`src/rtl/byte_pair_packer.sv`:
```
// byte_pair_packer
//
// Packs consecutive bytes into 16-bit words and queues the words in a small
// FIFO. A frame with an odd number of bytes ends with a padded word whose
// upper byte is zero. Each frame's mod-2^WIDTH checksum is reported with a
// one-cycle pulse after its final byte is accepted.
//
// Ports:
//   clk        rising-edge clock
//   rst        asynchronous active-low reset
//   in_data    byte from upstream
//   in_valid   in_data valid
//   in_last    byte ends the frame (qualified by in_valid)
//   in_ready   byte accepted this cycle when in_valid is high (FIFO not full)
//   out_data   packed word at FIFO head (first byte in the low half)
//   out_last   head word ends a frame
//   out_pad    head word upper byte is zero padding
//   out_valid  FIFO non-empty
//   out_ready  downstream consumes head word
//   sum_data   checksum of the most recent frame (held between frames)
//   sum_valid  one-cycle pulse, sum_data freshly updated
module byte_pair_packer #(
    parameter int WIDTH     = 8,
    parameter int OUT_WIDTH = WIDTH * 2,
    parameter int DEPTH     = 4
) (
    input  logic                 clk,
    input  logic                 rst,
    input  logic [WIDTH-1:0]     in_data,
    input  logic                 in_valid,
    input  logic                 in_last,
    output logic                 in_ready,
    output logic [OUT_WIDTH-1:0] out_data,
    output logic                 out_last,
    output logic                 out_pad,
    output logic                 out_valid,
    input  logic                 out_ready,
    output logic [WIDTH-1:0]     sum_data,
    output logic                 sum_valid
);

    localparam int AW = (DEPTH > 1) ? $clog2(DEPTH) : 1;
    localparam int CW = AW + 1;

    typedef enum logic [0:0] {
        HALF_EMPTY = 1'b0,
        HALF_FULL  = 1'b1
    } state_t;

    state_t               state_r;
    state_t               state_s;
    logic [WIDTH-1:0]     hold_r;
    logic [WIDTH-1:0]     acc_r;
    logic [WIDTH-1:0]     sum_data_r;
    logic                 sum_valid_r;

    logic [OUT_WIDTH-1:0] mem_data_r [DEPTH];
    logic                 mem_last_r [DEPTH];
    logic                 mem_pad_r  [DEPTH];
    logic [AW-1:0]        wr_ptr_r;
    logic [AW-1:0]        rd_ptr_r;
    logic [CW-1:0]        count_r;

    logic                 accept_s;
    logic                 pop_s;
    logic                 push_s;
    logic [OUT_WIDTH-1:0] push_data_s;
    logic                 push_last_s;
    logic                 push_pad_s;

    // Ready depends only on registered occupancy, so a pop frees space one cycle later.
    assign in_ready  = (count_r != CW'(DEPTH));
    assign out_valid = (count_r != {CW{1'b0}});
    assign accept_s  = in_valid && in_ready;
    assign pop_s     = out_valid && out_ready;

    assign out_data  = mem_data_r[rd_ptr_r];
    assign out_last  = mem_last_r[rd_ptr_r];
    assign out_pad   = mem_pad_r[rd_ptr_r];
    assign sum_data  = sum_data_r;
    assign sum_valid = sum_valid_r;

    // Pairing state register.
    always_ff @(posedge clk or negedge rst) begin
        if (!rst) begin
            state_r <= HALF_EMPTY;
        end else begin
            state_r <= state_s;
        end
    end

    // Pairing next-state and FIFO push request.
    always_comb begin
        state_s     = state_r;
        push_s      = 1'b0;
        push_data_s = {OUT_WIDTH{1'b0}};
        push_last_s = 1'b0;
        push_pad_s  = 1'b0;
        if (accept_s) begin
            case (state_r)
                HALF_EMPTY: begin
                    if (in_last) begin
                        // Single leftover byte closes the frame as a padded word.
                        push_s      = 1'b1;
                        push_data_s = {{WIDTH{1'b0}}, in_data};
                        push_last_s = 1'b1;
                        push_pad_s  = 1'b1;
                        state_s     = HALF_EMPTY;
                    end else begin
                        state_s     = HALF_FULL;
                    end
                end
                HALF_FULL: begin
                    push_s      = 1'b1;
                    push_data_s = {in_data, hold_r};
                    push_last_s = in_last;
                    push_pad_s  = 1'b0;
                    state_s     = HALF_EMPTY;
                end
                default: begin
                    state_s = HALF_EMPTY;
                end
            endcase
        end else begin
            state_s = state_r;
        end
    end

    // Hold register captures the first byte of each pair.
    always_ff @(posedge clk or negedge rst) begin
        if (!rst) begin
            hold_r <= {WIDTH{1'b0}};
        end else if (accept_s && (state_r == HALF_EMPTY)) begin
            hold_r <= in_data;
        end else begin
            hold_r <= hold_r;
        end
    end

    // Word FIFO storage, pointers and occupancy.
    always_ff @(posedge clk or negedge rst) begin
        if (!rst) begin
            for (int i = 0; i < DEPTH; i++) begin
                mem_data_r[i] <= {OUT_WIDTH{1'b0}};
                mem_last_r[i] <= 1'b0;
                mem_pad_r[i]  <= 1'b0;
            end
            wr_ptr_r <= {AW{1'b0}};
            rd_ptr_r <= {AW{1'b0}};
            count_r  <= {CW{1'b0}};
        end else begin
            if (push_s) begin
                mem_data_r[wr_ptr_r] <= push_data_s;
                mem_last_r[wr_ptr_r] <= push_last_s;
                mem_pad_r[wr_ptr_r]  <= push_pad_s;
                wr_ptr_r             <= wr_ptr_r + AW'(1);
            end
            if (pop_s) begin
                rd_ptr_r <= rd_ptr_r + AW'(1);
            end
            case ({push_s, pop_s})
                2'b10:   count_r <= count_r + CW'(1);
                2'b01:   count_r <= count_r - CW'(1);
                default: count_r <= count_r;
            endcase
        end
    end

    // Frame checksum accumulator and end-of-frame report.
    always_ff @(posedge clk or negedge rst) begin
        if (!rst) begin
            acc_r       <= {WIDTH{1'b0}};
            sum_data_r  <= {WIDTH{1'b0}};
            sum_valid_r <= 1'b0;
        end else if (accept_s && in_last) begin
            acc_r       <= {WIDTH{1'b0}};
            sum_data_r  <= acc_r + in_data;
            sum_valid_r <= 1'b1;
        end else if (accept_s) begin
            acc_r       <= acc_r + in_data;
            sum_valid_r <= 1'b0;
        end else begin
            sum_valid_r <= 1'b0;
        end
    end

endmodule
```
`config.mk`:
```
export PLATFORM = sky130hd
export DESIGN_NAME = byte_pair_packer
export DESIGN_NICKNAME = d
export VERILOG_FILES = /design/src/rtl/byte_pair_packer.sv
export SDC_FILE = /design/constraint.sdc
export NUM_CORES = 1
export LEC_CHECK = 0
export CAP_MARGIN = 15
export CORE_UTILIZATION = 30
export DETAILED_ROUTE_END_ITERATION = 10
export MAX_ROUTING_LAYER = met4
export PLACE_DENSITY = 0.53
export SLEW_MARGIN = 20
export SYNTH_ARGS = -nofsm -noshare
export SYNTH_HDL_FRONTEND = slang
export SYNTH_SLANG_ARGS = --single-unit
```
`constraint.sdc`:
```
create_clock -name clk -period 3.11 [get_ports clk]
set_input_delay 0.622 -clock clk [delete_from_list [all_inputs] [get_ports clk]]
set_output_delay 0.622 -clock clk [all_outputs]
set_load 0.005 [all_outputs]
```
Yosys cells after proc, flatten, opt, wreduce, memory -nomap -nowiden
Index checks and enable logic that the tools add are counted.
{"block": "totals", "output_inout_bits": 29, "ff_bits": 105}
{"block": "classes", "eq_ne": 3, "bitwise": 3, "magnitude_cmp": 3, "muxes": 32, "n_addsub": 5, "reduce_logical": 8}
{"cell": "bitwise mux 64 bit", "n": 1}
{"cell": "2-to-1 mux 16 bit", "n": 4}
{"cell": "binary-select mux 16 bit (select 2 bit)", "n": 1}
{"cell": "demux 16 bit (select 2 bit)", "n": 1}
{"cell": "one-hot mux 16 bit (2 select lines)", "n": 1}
{"cell": "2-to-1 mux 8 bit", "n": 3}
{"cell": "2-to-1 mux 1 bit", "n": 11}
{"cell": "adder 8 bit", "n": 1}
{"cell": "bitwise mux 4 bit", "n": 2}
{"cell": "one-hot mux 1 bit (2 select lines)", "n": 4}
{"cell": "greater-or-equal comparator 3 bit (second input constant)", "n": 2}
{"cell": "NOT 2 -> 3 bit", "n": 2}
{"cell": "one-hot mux 3 bit (2 select lines)", "n": 1}
{"cell": "logical AND 1 bit", "n": 5}
{"cell": "adder 2 x 1 -> 2 bit (second input constant)", "n": 2}
{"cell": "binary-select mux 1 bit (select 2 bit)", "n": 2}
{"cell": "nonzero test 2 bit", "n": 2}
{"cell": "adder 3 x 1 -> 3 bit (second input constant)", "n": 1}
{"cell": "< comparator 3 x 1 -> 1 bit (second input constant)", "n": 1}
{"cell": "!= test 3 bit (second input constant)", "n": 1}
{"cell": "nonzero test 3 bit", "n": 1}
{"cell": "subtractor 3 x 1 -> 3 bit (second input constant)", "n": 1}
{"cell": "demux 1 bit (select 2 bit)", "n": 1}
{"cell": "== test 2 x 1 -> 1 bit (second input constant)", "n": 1}
{"cell": "2 further kinds", "n": 2}

Longest topological paths before layout
{"block": "depth", "word_depth": 6, "depth_mapped": 11}

Least setup slack after synthesis
OpenSTA, ideal clock, no wires.
{"block": "synth_timing", "path_kind": "input to register", "from": "in in_last", "to": "reg count_r[2]", "slack_ns": 0.803, "stages": 11, "required_time_ns": 3.031, "arrival_ns": 2.228, "cell_sequence": "clkbuf_1 -> nor2_1 -> and3b_4 -> buf_6 -> inv_1 -> ha_1 -> inv_1 -> fa_1 -> xor2_1 -> nor2_1 -> xor2_1"}
{"block": "synth_via", "elab_chain_cells": 5, "elab_cells_between_ends": 7, "cone_classes": "eq/ne: 2; mux: 4; reduce/logical: 1"}
{"element": "start: declaration", "line": "31", "source": "input logic in_last,"}
{"element": "2-to-1 mux 1 bit *", "line": "102", "source": "if (in_last) begin"}
{"element": "one-hot mux 1 bit (2 select lines) *", "line": "100", "source": "case (state_r)"}
{"element": "2-to-1 mux 1 bit *", "line": "99", "source": "if (accept_s) begin"}
{"element": "== test 2 x 1 -> 1 bit / == test 2 bit (equally long branches)", "line": "161", "source": "case ({push_s, pop_s})"}
{"element": "one-hot mux 3 bit (2 select lines) / nonzero test 2 bit (equally long branches)"}
{"element": "end signal: assignment", "line": "162", "source": "2'b10: count_r <= count_r + CW'(1);"}
{"element": "end signal: assignment", "line": "163", "source": "2'b01: count_r <= count_r - CW'(1);"}
{"element": "end signal: assignment", "line": "164", "source": "default: count_r <= count_r;"}
{"element": "end: declaration", "line": "62", "source": "logic [CW-1:0] count_r;"}
Mark *: on every way between the ends. The rest lies on a longest branch, timed or not.
A chain may end at the register's enable or synchronous reset.

Worst setup path after layout
{"block": "layout_timing", "from": "reg rd_ptr_r[0]", "to": "out out_data[14]"}
{"block": "layout_via", "elab_chain_cells": 4}
{"element": "start: declaration", "line": "61", "source": "logic [AW-1:0] rd_ptr_r;"}
{"element": "start signal: assignment", "line": "149", "source": "rd_ptr_r <= {AW{1'b0}};"}
{"element": "start signal: assignment", "line": "159", "source": "rd_ptr_r <= rd_ptr_r + AW'(1);"}
{"element": "NOT 2 -> 3 bit (implied by the code)", "line": "77", "source": "assign out_data = mem_data_r[rd_ptr_r];"}
{"element": "binary-select mux 16 bit (select 2 bit)", "line": "77"}
{"element": "2-to-1 mux 16 bit (implied by the code) (2 in series)", "line": "77"}
{"element": "end: declaration", "line": "33", "source": "output logic [OUT_WIDTH-1:0] out_data,"}
Every way passes these cells. The select of a mux whose other input is x is not followed.

==> impl_metrics.xml <==
<?xml version="1.0" encoding="UTF-8"?>
<metrics>
  <group name="clock_tree">
    <metric name="cts_root_buffer" unit="">clkbuf_16</metric>
    <metric name="number_of_levels_in_the_clock_h_tree" unit="">3</metric>
    <metric name="cts-buffers-inserted" unit="">9</metric>
    <metric name="tritoncts" unit="">yes</metric>
    <metric name="post_cts_resized" unit="">0</metric>
    <metric name="tritoncts_num_sinks" unit="">105</metric>
    <metric name="max-clock-path-buffers" unit="">2</metric>
    <metric name="cts_hold_buffers_added" unit="">0</metric>
    <metric name="clk_transition_reported_paths" unit="ns">0.07</metric>
    <metric name="clock_insertion_delay_at_the_later_pin_of_the_skew_report" unit="ns">0.35</metric>
    <metric name="postCtsSetupRepairBufs" unit="">0</metric>
  </group>
  <group name="timing">
    <metric name="slew_at_the_pin_closest_to_its_max_slew_limit" unit="ns">0.7149</metric>
    <metric name="fin_skew" unit="ns">0.006900</metric>
    <metric name="min_period_over_period" unit="">0.8891</metric>
    <metric name="hold_vio_cnt_final" unit="">0</metric>
    <metric name="slew_viol_final" unit="">0</metric>
    <metric name="setup_viol" unit="">0</metric>
    <metric name="max-slew-margin-rel" unit="">0.5234</metric>
    <metric name="grt_setup_unrepaired" unit="">false</metric>
    <metric name="fin_ws" unit="ns">0.3450</metric>
    <metric name="fin_crit" unit="ns">2.765</metric>
    <metric name="max_frequency" unit="GHz">0.3617</metric>
    <metric name="setup_total_negative_slack" unit="ns">0</metric>
  </group>
  <group name="floorplanning">
    <metric name="start_util" unit="">0.3101</metric>
    <metric name="io_pins" unit="">42</metric>
    <metric name="dieHeight" unit="um">130.6</metric>
    <metric name="die_footprint" unit="sq um">17060</metric>
    <metric name="fp.dieW" unit="um">130.6</metric>
    <metric name="placement_rows" unit="">46</metric>
    <metric name="design.core.area" unit="sq um">16000</metric>
  </group>
  <group name="detailed_routing">
    <metric name="drt-total-wl" unit="um">11910</metric>
    <metric name="drt-pass1-iter-count" unit="">4</metric>
    <metric name="ant_nets" unit="">0</metric>
    <metric name="drc" unit="">0</metric>
    <metric name="drtIter0Drc" unit="">251</metric>
    <metric name="post_detailed_route_wirelength_per_cell" unit="um">18.27</metric>
    <metric name="detail_route.vias_per_cell" unit="">5.176</metric>
    <metric name="routed-via-count" unit="">3375</metric>
  </group>
  <group name="placed_design">
    <metric name="dp_worst_setup_slack" unit="ns">0.1709</metric>
    <metric name="hpwlAfterDp" unit="um">7860</metric>
    <metric name="place_inst" unit="">636</metric>
    <metric name="portBuffers" unit="">41</metric>
    <metric name="gp_congestion" unit="">0.7909</metric>
  </group>
  <group name="setup_path">
    <metric name="setup.worst_path.start_class" unit="">register</metric>
    <metric name="path_delay_family" unit="">buffers and inverters</metric>
    <metric name="kind_of_capture_point_of_the_worst_setup_path" unit="">output pin</metric>
    <metric name="worstPathCellList" unit="">buf_12 &gt; mux4_2 &gt; clkdlybuf4s50_1</metric>
    <metric name="slowest_delay" unit="ns">0.54</metric>
    <metric name="critical_path_required_time" unit="ns">2.49</metric>
    <metric name="crit_fanout" unit="">16</metric>
    <metric name="critical_path_arrival" unit="ns">2.14</metric>
    <metric name="cpMaxStageDelayCell" unit="">mux4_2</metric>
    <metric name="timing.reg2reg.worst_path_depth" unit="">9</metric>
    <metric name="critical_path.n_buffers_inverters" unit="">2</metric>
    <metric name="criticalPathCategory" unit="">register to output pin</metric>
    <metric name="critical_path_depth" unit="">3</metric>
  </group>
  <group name="layout">
    <metric name="inserted_diodes" unit="">0</metric>
    <metric name="finalNonFillerCells" unit="">652</metric>
    <metric name="areaGrowthSynthToFinish" unit="%">19.31</metric>
    <metric name="drive_above_1_share" unit="">0.1995</metric>
    <metric name="fin_nets" unit="">458</metric>
  </group>
  <group name="power_and_ir_drop">
    <metric name="irDropWorstVdd" unit="mV">0.3548</metric>
    <metric name="power_leakage" unit="nW">2.584</metric>
    <metric name="pwr_density_cell" unit="nW/um^2">1021</metric>
  </group>
  <group name="yosys">
    <metric name="muxShareOfSynthArea" unit="">0.1256</metric>
    <metric name="yosys.area_share.xor_xnor" unit="">0.01765</metric>
    <metric name="synth-edff-count" unit="">0</metric>
    <metric name="async_flop_share" unit="">1.000</metric>
    <metric name="yosys_warnings" unit="">0</metric>
    <metric name="synth_adder_area_share" unit="">0.03833</metric>
    <metric name="synth-seq-area-share" unit="">0.5295</metric>
    <metric name="yosysMostFrequentCell" unit="">dfrtp_1</metric>
    <metric name="synth_cell_type_count" unit="">50</metric>
    <metric name="ys_top_cells_by_area" unit="">dfrtp_1 (53%), mux4_2 (8.2%), a32o_1 (6.5%), nand2_1 (4.1%), mux2_2 (3.2%)</metric>
    <metric name="synth_top_area_cell" unit="">dfrtp_1</metric>
    <metric name="netlist_instances" unit="">388</metric>
    <metric name="syn_area" unit="sq um">4962</metric>
    <metric name="syn_avg_cell_area" unit="sq um">12.79</metric>
    <metric name="ys_seq_elements" unit="">105</metric>
    <metric name="synthFlopType" unit="">dfrtp_1</metric>
    <metric name="main_combinational_cell_family_by_area_after_synthesis" unit="">compound AO/OA/AOI/OAI gates</metric>
    <metric name="syn-num-nets" unit="">415</metric>
    <metric name="synth_top_area_share" unit="">0.5295</metric>
    <metric name="yosys-top-cells-count" unit="">dfrtp_1 (105), nand2_1 (54), a32o_1 (32)</metric>
    <metric name="synth_area_in_simple_gates" unit="">0.07917</metric>
    <metric name="synth_compound_gate_area_share" unit="">0.1646</metric>
  </group>
  <group name="global_routing">
    <metric name="global_route.overflow_total" unit="">0</metric>
    <metric name="number_of_global_route_vias_before_repair" unit="">3505</metric>
    <metric name="grt.total_usage" unit="">0.1583</metric>
    <metric name="grt_pass1_wl" unit="um">19540</metric>
    <metric name="grt_start_max_net_pins" unit="">56</metric>
    <metric name="grt_antenna_before_repair" unit="">0</metric>
  </group>
  <group name="hold_path">
    <metric name="hold_path.class" unit="">input port to async pin</metric>
  </group>
  <group name="status">
    <metric name="status" unit="">completed</metric>
  </group>
  <group name="flow_run">
    <metric name="timing.max_cap.violations" unit="">0</metric>
  </group>
</metrics>
-- registers in the layout (all words and copies together) (netlist names) --
signal      count
mem_data_r     64
state_r         1
sum_data        8
hold_r          8
acc_r           8
sum_valid       1
count_r         3
rd_ptr_r        2
mem_last_r      4
wr_ptr_r        2
mem_pad_r       4
-- kinds of logic (layout without fill, tap and decap cells) --
group,Yosys count,count (layout)
flops,105,105
compound gates,101,101
simple gates,82,82
buf+inv,40,88
mux,36,36
fa+ha+maj,14,14
xor+xnor,10,10
-- cell type report --
| cell class | count | area, sq um |
|---|---|---|
| Clock buffer | 12 | 256.5 |
| Tap cell | 216 | 270.3 |
| Inverter | 12 | 45.04 |
| Fill cell | 1632 | 10080 |
| Clock inverter | 4 | 35.03 |
| Sequential cell | 105 | 2628 |
| Timing Repair Buffer | 60 | 575.6 |
| Multi-Input combinational cell | 243 | 2111 |
-- final timing paths --
path | startpoint | to | slack [ns]
min reg2reg | rd_ptr_r[1]$_DFFE_PN0P_ | rd_ptr_r[1]$_DFFE_PN0P_ | 0.47
min | rst | mem_pad_r[0]$_DFFE_PN0P_ | 0.32
max | rd_ptr_r[0]$_DFFE_PN0P_ | out_data[14] | 0.35
max in group asynchronous | rst | acc_r[1]$_DFFE_PN0P_ | 2.07
max reg2reg | count_r[0]$_DFFE_PN0P_ | count_r[2]$_DFFE_PN0P_ | 0.75
min in group clk | rd_ptr_r[1]$_DFFE_PN0P_ | rd_ptr_r[1]$_DFFE_PN0P_ | 0.47
-- power by group --
part           leakage, nW  internal (mW)  switching, mW  total, mW
Sequential            1.35           1.96          0.355       2.31
Combinational         1.09           1.41           1.20       2.61
Clock                0.144          0.597          0.526       1.12
-- placed cells by master (no fill, tap or decap), types with 3 or more instances in the layout --
master	synthesis	routed
dfrtp_1	105	105
nand2_1	54	54
clkdlybuf4s50_1	0	40
clkbuf_16	0	9
mux4_2	18	18
inv_1	12	12
a22oi_1	4	4
o21ai_0	30	30
o31ai_1	4	4
nor2_1	8	8
xnor2_1	4	4
a21oi_1	3	3
mux2_4	4	4
buf_4	5	18
a22o_1	12	12
a32o_1	32	32
xor2_1	6	6
mux2_2	14	14
ha_1	12	12
-- through the flow --
step | power [mW] | area, sq um | hold slack, ns | utilization
6_report | 6.044 | 5921 | 0.3160 | 0.3700
5_1_grt | 6.480 | 5921 | 0.3720 | 0.3700
4_1_cts | 6.131 | 5921 | 0.3493 | 0.3700
3_5_place_dp | 4.984 | 5629 | 0.4655 | 0.3518
3_3_place_gp | 4.902 | 5629 | 0.4560 | 0.3518
2_1_floorplan | 3.949 | 4962 | 0.3264 | -
-- per-layer routing --
layer  share of wire  wire [um]  vias to the layer above  track usage
met5               0          0                        -            -
met4           0.011        131                        0      0.03651
met3           0.043        518                       10      0.04275
met2            0.48       5725                       68       0.2421
met1            0.46       5536                     1768       0.2091
li1                -          -                     1529            -
Note: power is estimated with default switching activity, not from simulation.
